File: src/rtl/cpu_types_pkg.sv
`default_nettype none
// ============================================================================
// Module      : cpu_types_pkg
// Description : Shared CPU types; instruction-cache frame, address and state.
// Revision    : 1.0 - initial release
// ============================================================================
package cpu_types_pkg;

    typedef logic [31:0] word_t;

    localparam int ICACHE_NFRAMES = 16;
    localparam int ICACHE_IDXW    = $clog2(ICACHE_NFRAMES);
    localparam int ICACHE_TAGW    = 30 - ICACHE_IDXW;

    typedef struct packed {
        logic [ICACHE_TAGW-1:0] tag;
        logic [ICACHE_IDXW-1:0] idx;
        logic [1:0]             bytoff;
    } icachef_t;

    typedef struct packed {
        logic                   valid;
        logic [ICACHE_TAGW-1:0] tag;
        word_t                  data;
    } icache_frame_t;

    typedef enum logic [0:0] {
        IDLE = 1'b0,
        MISS = 1'b1
    } icache_state_t;

endpackage
`default_nettype wire

File: src/rtl/icache_dm.sv
`default_nettype none
// ============================================================================
// Module      : icache_dm
// Description : Direct-mapped read-only instruction cache, one-word blocks.
// Revision    : 1.0 - initial release
// ============================================================================
module icache_dm
    import cpu_types_pkg::*;
#(
    parameter int NFRAMES = ICACHE_NFRAMES,
    parameter int CNTW    = 32
) (
    input  logic            CLK,
    input  logic            nRST,
    input  logic            imemREN,
    input  word_t           imemaddr,
    output logic            ihit,
    output word_t           imemload,
    input  logic            iwait,
    output logic            iREN,
    output word_t           iaddr,
    input  word_t           iload,
    output logic [CNTW-1:0] hit_count,
    output logic [CNTW-1:0] miss_count
);

    localparam int c_idxw = $clog2(NFRAMES);
    localparam int c_tagw = 30 - c_idxw;

    logic [NFRAMES-1:0] r_valid;
    logic [c_tagw-1:0]  r_tag  [NFRAMES];
    word_t              r_data [NFRAMES];
    icache_state_t      r_state;
    logic [29:0]        r_miss_addr;
    logic [CNTW-1:0]    r_hit_count;
    logic [CNTW-1:0]    r_miss_count;

    logic [c_idxw-1:0]  w_req_idx;
    logic [c_tagw-1:0]  w_req_tag;
    logic [c_idxw-1:0]  w_fill_idx;
    logic [c_tagw-1:0]  w_fill_tag;
    icache_state_t      w_next_state;
    logic               w_fill;
    logic               w_unused_bytoff;

    assign w_req_idx       = imemaddr[c_idxw+1:2];
    assign w_req_tag       = imemaddr[31:c_idxw+2];
    assign w_fill_idx      = r_miss_addr[c_idxw-1:0];
    assign w_fill_tag      = r_miss_addr[29:c_idxw];
    assign w_unused_bytoff = ^imemaddr[1:0];

    assign hit_count  = r_hit_count;
    assign miss_count = r_miss_count;

    always_comb begin
        ihit         = 1'b0;
        imemload     = '0;
        iREN         = 1'b0;
        iaddr        = '0;
        w_fill       = 1'b0;
        w_next_state = r_state;
        case (r_state)
            IDLE: begin
                if (imemREN) begin
                    if (r_valid[w_req_idx] && (r_tag[w_req_idx] == w_req_tag)) begin
                        ihit     = 1'b1;
                        imemload = r_data[w_req_idx];
                    end else begin
                        w_next_state = MISS;
                    end
                end
            end
            MISS: begin
                // The request is never aborted; a redirect is looked up after the fill.
                iREN  = 1'b1;
                iaddr = {r_miss_addr, 2'b00};
                if (!iwait) begin
                    w_fill       = 1'b1;
                    w_next_state = IDLE;
                end
            end
            default: ;
        endcase
    end

    always_ff @(posedge CLK or negedge nRST) begin
        if (!nRST) begin
            r_state      <= IDLE;
            r_valid      <= '0;
            r_miss_addr  <= '0;
            r_hit_count  <= '0;
            r_miss_count <= '0;
        end else begin
            r_state <= w_next_state;
            if ((r_state == IDLE) && (w_next_state == MISS)) begin
                r_miss_addr <= imemaddr[31:2];
                if (r_miss_count != {CNTW{1'b1}})
                    r_miss_count <= r_miss_count + CNTW'(1);
            end
            if (ihit && (r_hit_count != {CNTW{1'b1}}))
                r_hit_count <= r_hit_count + CNTW'(1);
            // Conflicting lines are simply overwritten; nothing is ever dirty.
            if (w_fill) begin
                r_valid[w_fill_idx] <= 1'b1;
                r_tag[w_fill_idx]   <= w_fill_tag;
                r_data[w_fill_idx]  <= iload;
            end
        end
    end

endmodule
`default_nettype wire

File: config.mk
export PLATFORM = sky130hd
export DESIGN_NAME = icache_dm
export DESIGN_NICKNAME = d
export VERILOG_FILES = /design/src/rtl/cpu_types_pkg.sv /design/src/rtl/icache_dm.sv
export SDC_FILE = /design/constraint.sdc
export NUM_CORES = 1
export LEC_CHECK = 0
export BUFFER_PORTS_ARGS = -buffer_cell sky130_fd_sc_hd__buf_2
export CORE_MARGIN = 8
export CORE_UTILIZATION = 66
export CTS_CLUSTER_DIAMETER = 150
export DETAILED_ROUTE_END_ITERATION = 10
export GPL_ROUTABILITY_DRIVEN = 0
export GPL_TIMING_DRIVEN = 1
export PLACE_DENSITY = 0.9
export SYNTH_ARGS = -nofsm -noshare
export SYNTH_HDL_FRONTEND = slang
export SYNTH_SLANG_ARGS = --single-unit
export TNS_END_PERCENT = 100
File: constraint.sdc
create_clock -name CLK -period 10.5 [get_ports CLK]
set_clock_uncertainty 0.05 [all_clocks]
set_input_delay 2.625 -clock CLK [delete_from_list [all_inputs] [get_ports CLK]]
set_output_delay 2.625 -clock CLK [all_outputs]
set_load 0.01 [all_outputs]
==> flow_metrics.tcl, run 1 <==
set metrics [dict create \
    status "finished clean" \
    hold_path_end "r_valid[5]$_DFFE_PN0P_" \
    hold_slack_ps 403 \
    die_area_um2 70300 \
    synth_ff_type "edfxtp_1" \
    cts_tree "done" \
    met1_usage_pct 38.4 \
    vias_per_cell 7.17 \
    clk_latency_ps 670 \
    ff_latch_area_um2 30600 \
    std_cell_rows 91 \
    cp_max_fo 74 \
    initial_utilization_pct 66.6 \
    r2r_end "hit_count[31]$_DFFE_PN0P_" \
    dr.pass1.iters 6 \
    finalMaxSlewViolations 0 \
    holdBufCountCts 0 \
    ys_seq_elements 1039 \
    htree_levels 3 \
    tightest_slew_ps 1200 \
    root_buffer "clkbuf_16" \
    gr-max-usage-layer "met2" \
    grt_use_total_pct 30.8 \
    fin_nets 2266 \
    drive_gt1_share_pct 31.0 \
    portBuffers 193 \
    power_density_nw_per_um2 202 \
    max_freq_mhz 103 \
    synthToLayoutAreaGrowth_pct 13.4 \
    syn_area_per_cell_um2 21.0 \
    finalWorstPathRequiredPeriod_ps 9670 \
    cp.arrival_ps 7000 \
    multiInputGateArea_um2 9940 \
    ant_nets 0 \
    globalRouteMet2Util_pct 52.3 \
    clk_transition_reported_paths_ps 60 \
    synth_warnings 0 \
    r2r-start "r_tag[7][12]$_DFFE_PP_" \
    use_met3_pct 6.54 \
    finalHoldViolCount 0 \
    cts_setup_buffers 0 \
    wl_um 108000 \
    grt-ovfl-total 0 \
    coreArea_um2 61500 \
    slowest_delay_ps 620 \
    setup_viol 0 \
    ir_drop_uv 162 \
    path_cells "buf_6 > buf_4 > mux4_2 > mux2i_1 > mux2i_1 > xnor2_1 > nand3_1 > nor4b_1 > buf_4 > nand4_1 > buf_4 > nor2b_1 > buf_2" \
    grt_pass1_wl_um 157000 \
    cts_buffer_depth 3 \
    die_w_um 265 \
    first_global_vias 22900 \
    path_class "in -> out" \
    p_leak_uw 0.0159 \
    rrSetupSlack_ps 6120 \
    antenna_found_initial 11 \
    ys_seq_area_share_pct 74.8 \
    worst_setup_path_start_kind "input pin" \
    cp-end-kind "output port" \
    drv_cap 0 \
    drt_iter0_drc 3118 \
    required_ps 7830 \
    finalCritPeriodShare_pct 92.1 \
    cts.sinks 1039 \
    vias 22100 \
    crit_top_cell "buf_4" \
    synthDistinctLibCells 63 \
    holdPathStages 1 \
    grt_max_degree 84 \
    holdCritStartpoint "r_valid[5]$_DFFE_PN0P_" \
    finalPower_uw 9390 \
    route.detailed.drc 0 \
    fill_cells 3026 \
    setup-tns-final_ps 0 \
    die_y_um 265 \
    r2r_cells 9 \
    post_cts_resized 0 \
    synthesis.area_um2 41000 \
    hpwl_um 54000 \
    numCtsBuffers 99 \
    rsz0062_at_grt "no" \
    io_pins 198 \
    hp-class "reg -> reg" \
    maxSlewHeadroom_pct 20.1 \
    post_drt_wl_per_cell_um 35.1 \
    crit_slowest_cell "buf_6" \
    syn-instance-count 1954 \
    async_flop_share_pct 10.7 \
    synth_edf_count 928 \
]
## Yosys cell counts (all sizes together), types with 19 or more instances
master | number | share of area [%]
edfxtp | 928 | 68
mux4 | 251 | 14
dfrtp | 111 | 6.8
mux2i | 74 | 1.8
xnor2 | 55 | 1.2
buf | 53 | 0.81
nand2 | 44 | 0.40
nor2b | 40 | 0.61
and2 | 39 | 0.60
nor2 | 38 | 0.35
clkbuf | 37 | 0.34
mux2 | 36 | 1.0
nand3 | 36 | 0.45
xor2 | 36 | 0.77
nand4 | 19 | 0.29
## per-stage QoR
stage                     utilization [%]  cells  setup WS (ps)  cell area [µm²]
final                                75.5   3078            827            46400
after floorplan                         -   1955           2330            41000
after CTS                            75.5   3071            832            46400
after global routing                 75.5   3075            605            46400
after detailed placement             69.7   2885           1060            42900
after global placement               69.7   2885           1450            42900
## report_power, final
part	internal, µW	switching [µW]
logic	257	347
clock network	2280	1610
registers	4710	181
total	7250	2140
## logic make-up (layout without fill, tap and decap cells)
group,Yosys count,count (layout),synth area share (%)
flip-flops,1039,1039,74.8
XOR/XNOR,91,91,1.95
other,1,9,0.00916
adder cells (fa/ha/maj),2,2,0.0611
AND/OR/NAND/NOR,293,293,4.05
multiplexers,361,361,16.6
AO/OA/AOI/OAI,68,68,1.27
buffers and inverters,99,425,1.23
## metal layers
layer  routed length, µm  vias up
met5                  50        -
met4                5540        8
met3               10600      368
met2               55600     1793
met1               36200    11400
li1                    -     8498
## critical path, delay by kind of cell
kind,cells,cell delay [ps]
xor gates and xnor gates,1,390
buffers and inverters,5,1840
muxes,3,950
and+or+nand+nor,4,950
## worst max path at each step
stage	slack [ps]	startpoint	end
after floorplan	2330	imemaddr[2]	imemload[22]
after global placement	1450	imemaddr[3]	imemload[2]
after detailed placement	1060	imemaddr[3]	imemload[17]
after CTS	830	imemaddr[3]	imemload[14]
after global routing	610	imemaddr[3]	imemload[5]
final	830	imemaddr[3]	imemload[14]
## placed cells by master (no fill, tap or decap), types with 6 or more instances in the layout
cell type and count:
nor2_4 15, clkbuf_1 14, clkinvlp_4 6, mux4_2 251, buf_4 38, nand4_1 19
buf_2 189, inv_1 6, clkinv_4 6, nand3_1 35, mux2i_1 74, nor2_1 23
a21o_1 15, a22oi_1 10, clkinv_2 14, clkbuf_16 99, nand2_1 44, a22o_1 6
mux2_2 35, dfrtp_1 111, and2_1 38, edfxtp_1 928, and3_1 17, xnor2_1 55
nand2b_1 6, diode_2 7, nor3_1 17, clkinv_1 15, bufinv_16 20, and4_1 9
xor2_1 36, a221oi_1 6, nor2b_1 40
## flip-flops by register name, summed over array words and instances, names as in the netlist
register,cells
hit_count,32
miss_count,32
r_data,512
r_miss_addr,30
r_state,1
r_tag,416
r_valid,16
## cell type report
class / instances / share of cell area [%]
Timing Repair Buffer: 230 / 2.74
Tap cell: 790 / 2.13
Antenna cell: 7 / 0.0377
Sequential cell: 1039 / 66.0
Clock buffer: 118 / 5.60
Inverter: 9 / 0.0727
Multi-Input combinational cell: 817 / 21.4
Clock inverter: 68 / 2.03
Power figures use the tool's default switching activity.
==> run 2, diff against run 1 <==
--- a/config.mk
+++ b/config.mk
@@ -12,7 +12,7 @@
 export DETAILED_ROUTE_END_ITERATION = 10
 export GPL_ROUTABILITY_DRIVEN = 0
 export GPL_TIMING_DRIVEN = 1
-export PLACE_DENSITY = 0.9
+export PLACE_DENSITY_LB_ADDON = 0.08
 export SYNTH_ARGS = -nofsm -noshare
 export SYNTH_HDL_FRONTEND = slang
 export SYNTH_SLANG_ARGS = --single-unit
==> flow_metrics.tcl, run 2 (same netlist as run 1, synthesis figures left out) <==
set metrics [dict create \
    grt-ovfl-total 0 \
    cp.arrival_ps 6800 \
    grt_max_degree 129 \
    drive_gt1_share_pct 30.2 \
    post_cts_resized 0 \
    finalMaxSlewViolations 0 \
    holdBufCountCts 0 \
    grt_pass1_wl_um 138000 \
    cts_buffer_depth 3 \
    antenna_found_initial 7 \
    vias_per_cell 6.62 \
    cts.sinks 1039 \
    finalWorstPathRequiredPeriod_ps 9470 \
    crit_top_cell "buf_4" \
    std_cell_rows 91 \
    layout_commonest_cell "edfxtp_1" \
    portBuffers 193 \
    hold_slack_ps 407 \
    largest_register_ffs 512 \
    tightest_slew_ps 1110 \
    die_y_um 265 \
    p_leak_uw 0.0158 \
    cp-end-kind "output port" \
    max_freq_mhz 106 \
    maxSlewHeadroom_pct 25.6 \
    first_global_vias 21000 \
    vias 20400 \
    drt_iter0_drc 2126 \
    route.detailed.drc 0 \
    finalCritPeriodShare_pct 90.2 \
    slowest_delay_ps 650 \
    cts_tree "done" \
    fin_nets 2271 \
    drv_cap 0 \
    htree_levels 3 \
    wl_um 93800 \
    setup_viol 0 \
    multiInputGateArea_um2 9940 \
    clk_latency_ps 660 \
    fill_cells 3411 \
    root_buffer "clkbuf_16" \
    ant_nets 0 \
    largest-register "r_data" \
    finalHoldViolCount 0 \
    clk_transition_reported_paths_ps 60 \
    die_area_um2 70300 \
    ir_drop_uv 166 \
    setup-tns-final_ps 0 \
    path_cells "buf_6 > buf_4 > mux4_2 > mux2i_1 > xnor2_1 > nand2_1 > o221ai_1 > nor4_1 > buf_4 > nand4_1 > buf_4 > nor2b_1 > buf_2" \
    numCtsBuffers 101 \
    power_density_nw_per_um2 194 \
    required_ps 7830 \
    dr.pass1.iters 5 \
    initial_utilization_pct 66.6 \
    grt_use_total_pct 26.8 \
    die_w_um 265 \
    crit_family "buffers and inverters" \
    coreArea_um2 61500 \
    status "finished clean" \
    reg.largest.list "r_data x512, r_tag x416" \
    final_cell_mix "edfxtp_1, mux4_2, buf_2, dfrtp_1, clkbuf_16" \
    worst_setup_path_start_kind "input pin" \
    rsz0062_at_grt "no" \
    io_pins 198 \
    cp_max_fo 66 \
    cts_setup_buffers 0 \
    crit_slowest_cell "nor4_1" \
    ff_latch_area_um2 30600 \
    synthToLayoutAreaGrowth_pct 12.5 \
    post_drt_wl_per_cell_um 30.5 \
    hpwl_um 48300 \
    path_class "in -> out" \
    crit_buf_inv 5 \
    hp-class "reg -> reg" \
]
[run 2: power breakdown]
part           internal, µW  switching (µW)  total, µW
logic                   257             319        576
clock network          1970            1500       3480
registers              4720             161       4880
total                  6950            1980       8930
[run 2: per-layer routing]
metal / wire, µm / GRT usage [%] / vias to the layer above
li1: - / - / 8507
met4: 2650 / 8.44 / 0
met2: 48600 / 45.3 / 853
met5: 0 / 0 / -
met3: 6110 / 4.55 / 177
met1: 36500 / 36.0 / 10800
[run 2: metrics by stage]
stage / std cells / total power (µW) / setup slack, ps / area [µm²] / utilization, %
6_report: 3079 / 8930 / 1030 / 46100 / 75.0
5_1_grt: 3075 / 9170 / 820 / 46100 / 74.9
4_1_cts: 3074 / 8970 / 995 / 46100 / 74.9
3_5_place_dp: 2888 / 5530 / 1050 / 42900 / 69.8
3_3_place_gp: 2888 / 5500 / 1060 / 42900 / 69.8
2_1_floorplan: 1955 / 5270 / 2330 / 41000 / -
[run 2: layout make-up]
cell class                      count  area share [%]
Antenna cell                        5          0.0271
Tap cell                          790            2.14
Clock inverter                     52           0.926
Sequential cell                  1039            66.5
Inverter                            9          0.0760
Clock buffer                      134            5.93
Timing Repair Buffer              233            2.84
Multi-Input combinational cell    817            21.6
[run 2: worst reg2reg max path, stage by stage, from the launching register on]
cell	delay, ps
edfxtp_1	350
mux4_2	470
mux4_2	510
xnor2_1	260
nand4_1	210
nor4_1	660
buf_4	260
nand3_2	750
nor4_1	670
xor2_1	120
[run 2: worst paths after layout]
path	slack, ps	endpoint	cells after the start	start
max	1030	imemload[5]	13	imemaddr[3]
min	410	r_valid[0]$_DFFE_PN0P_	1	r_valid[0]$_DFFE_PN0P_
max reg2reg	6070	hit_count[31]$_DFFE_PN0P_	9	r_tag[15][12]$_DFFE_PP_
min reg2reg	410	r_valid[0]$_DFFE_PN0P_	1	r_valid[0]$_DFFE_PN0P_
max in group asynchronous	6990	r_miss_addr[16]$_DFFE_PN0P_	2	nRST
min in group asynchronous	1980	miss_count[0]$_DFFE_PN0P_	1	nRST
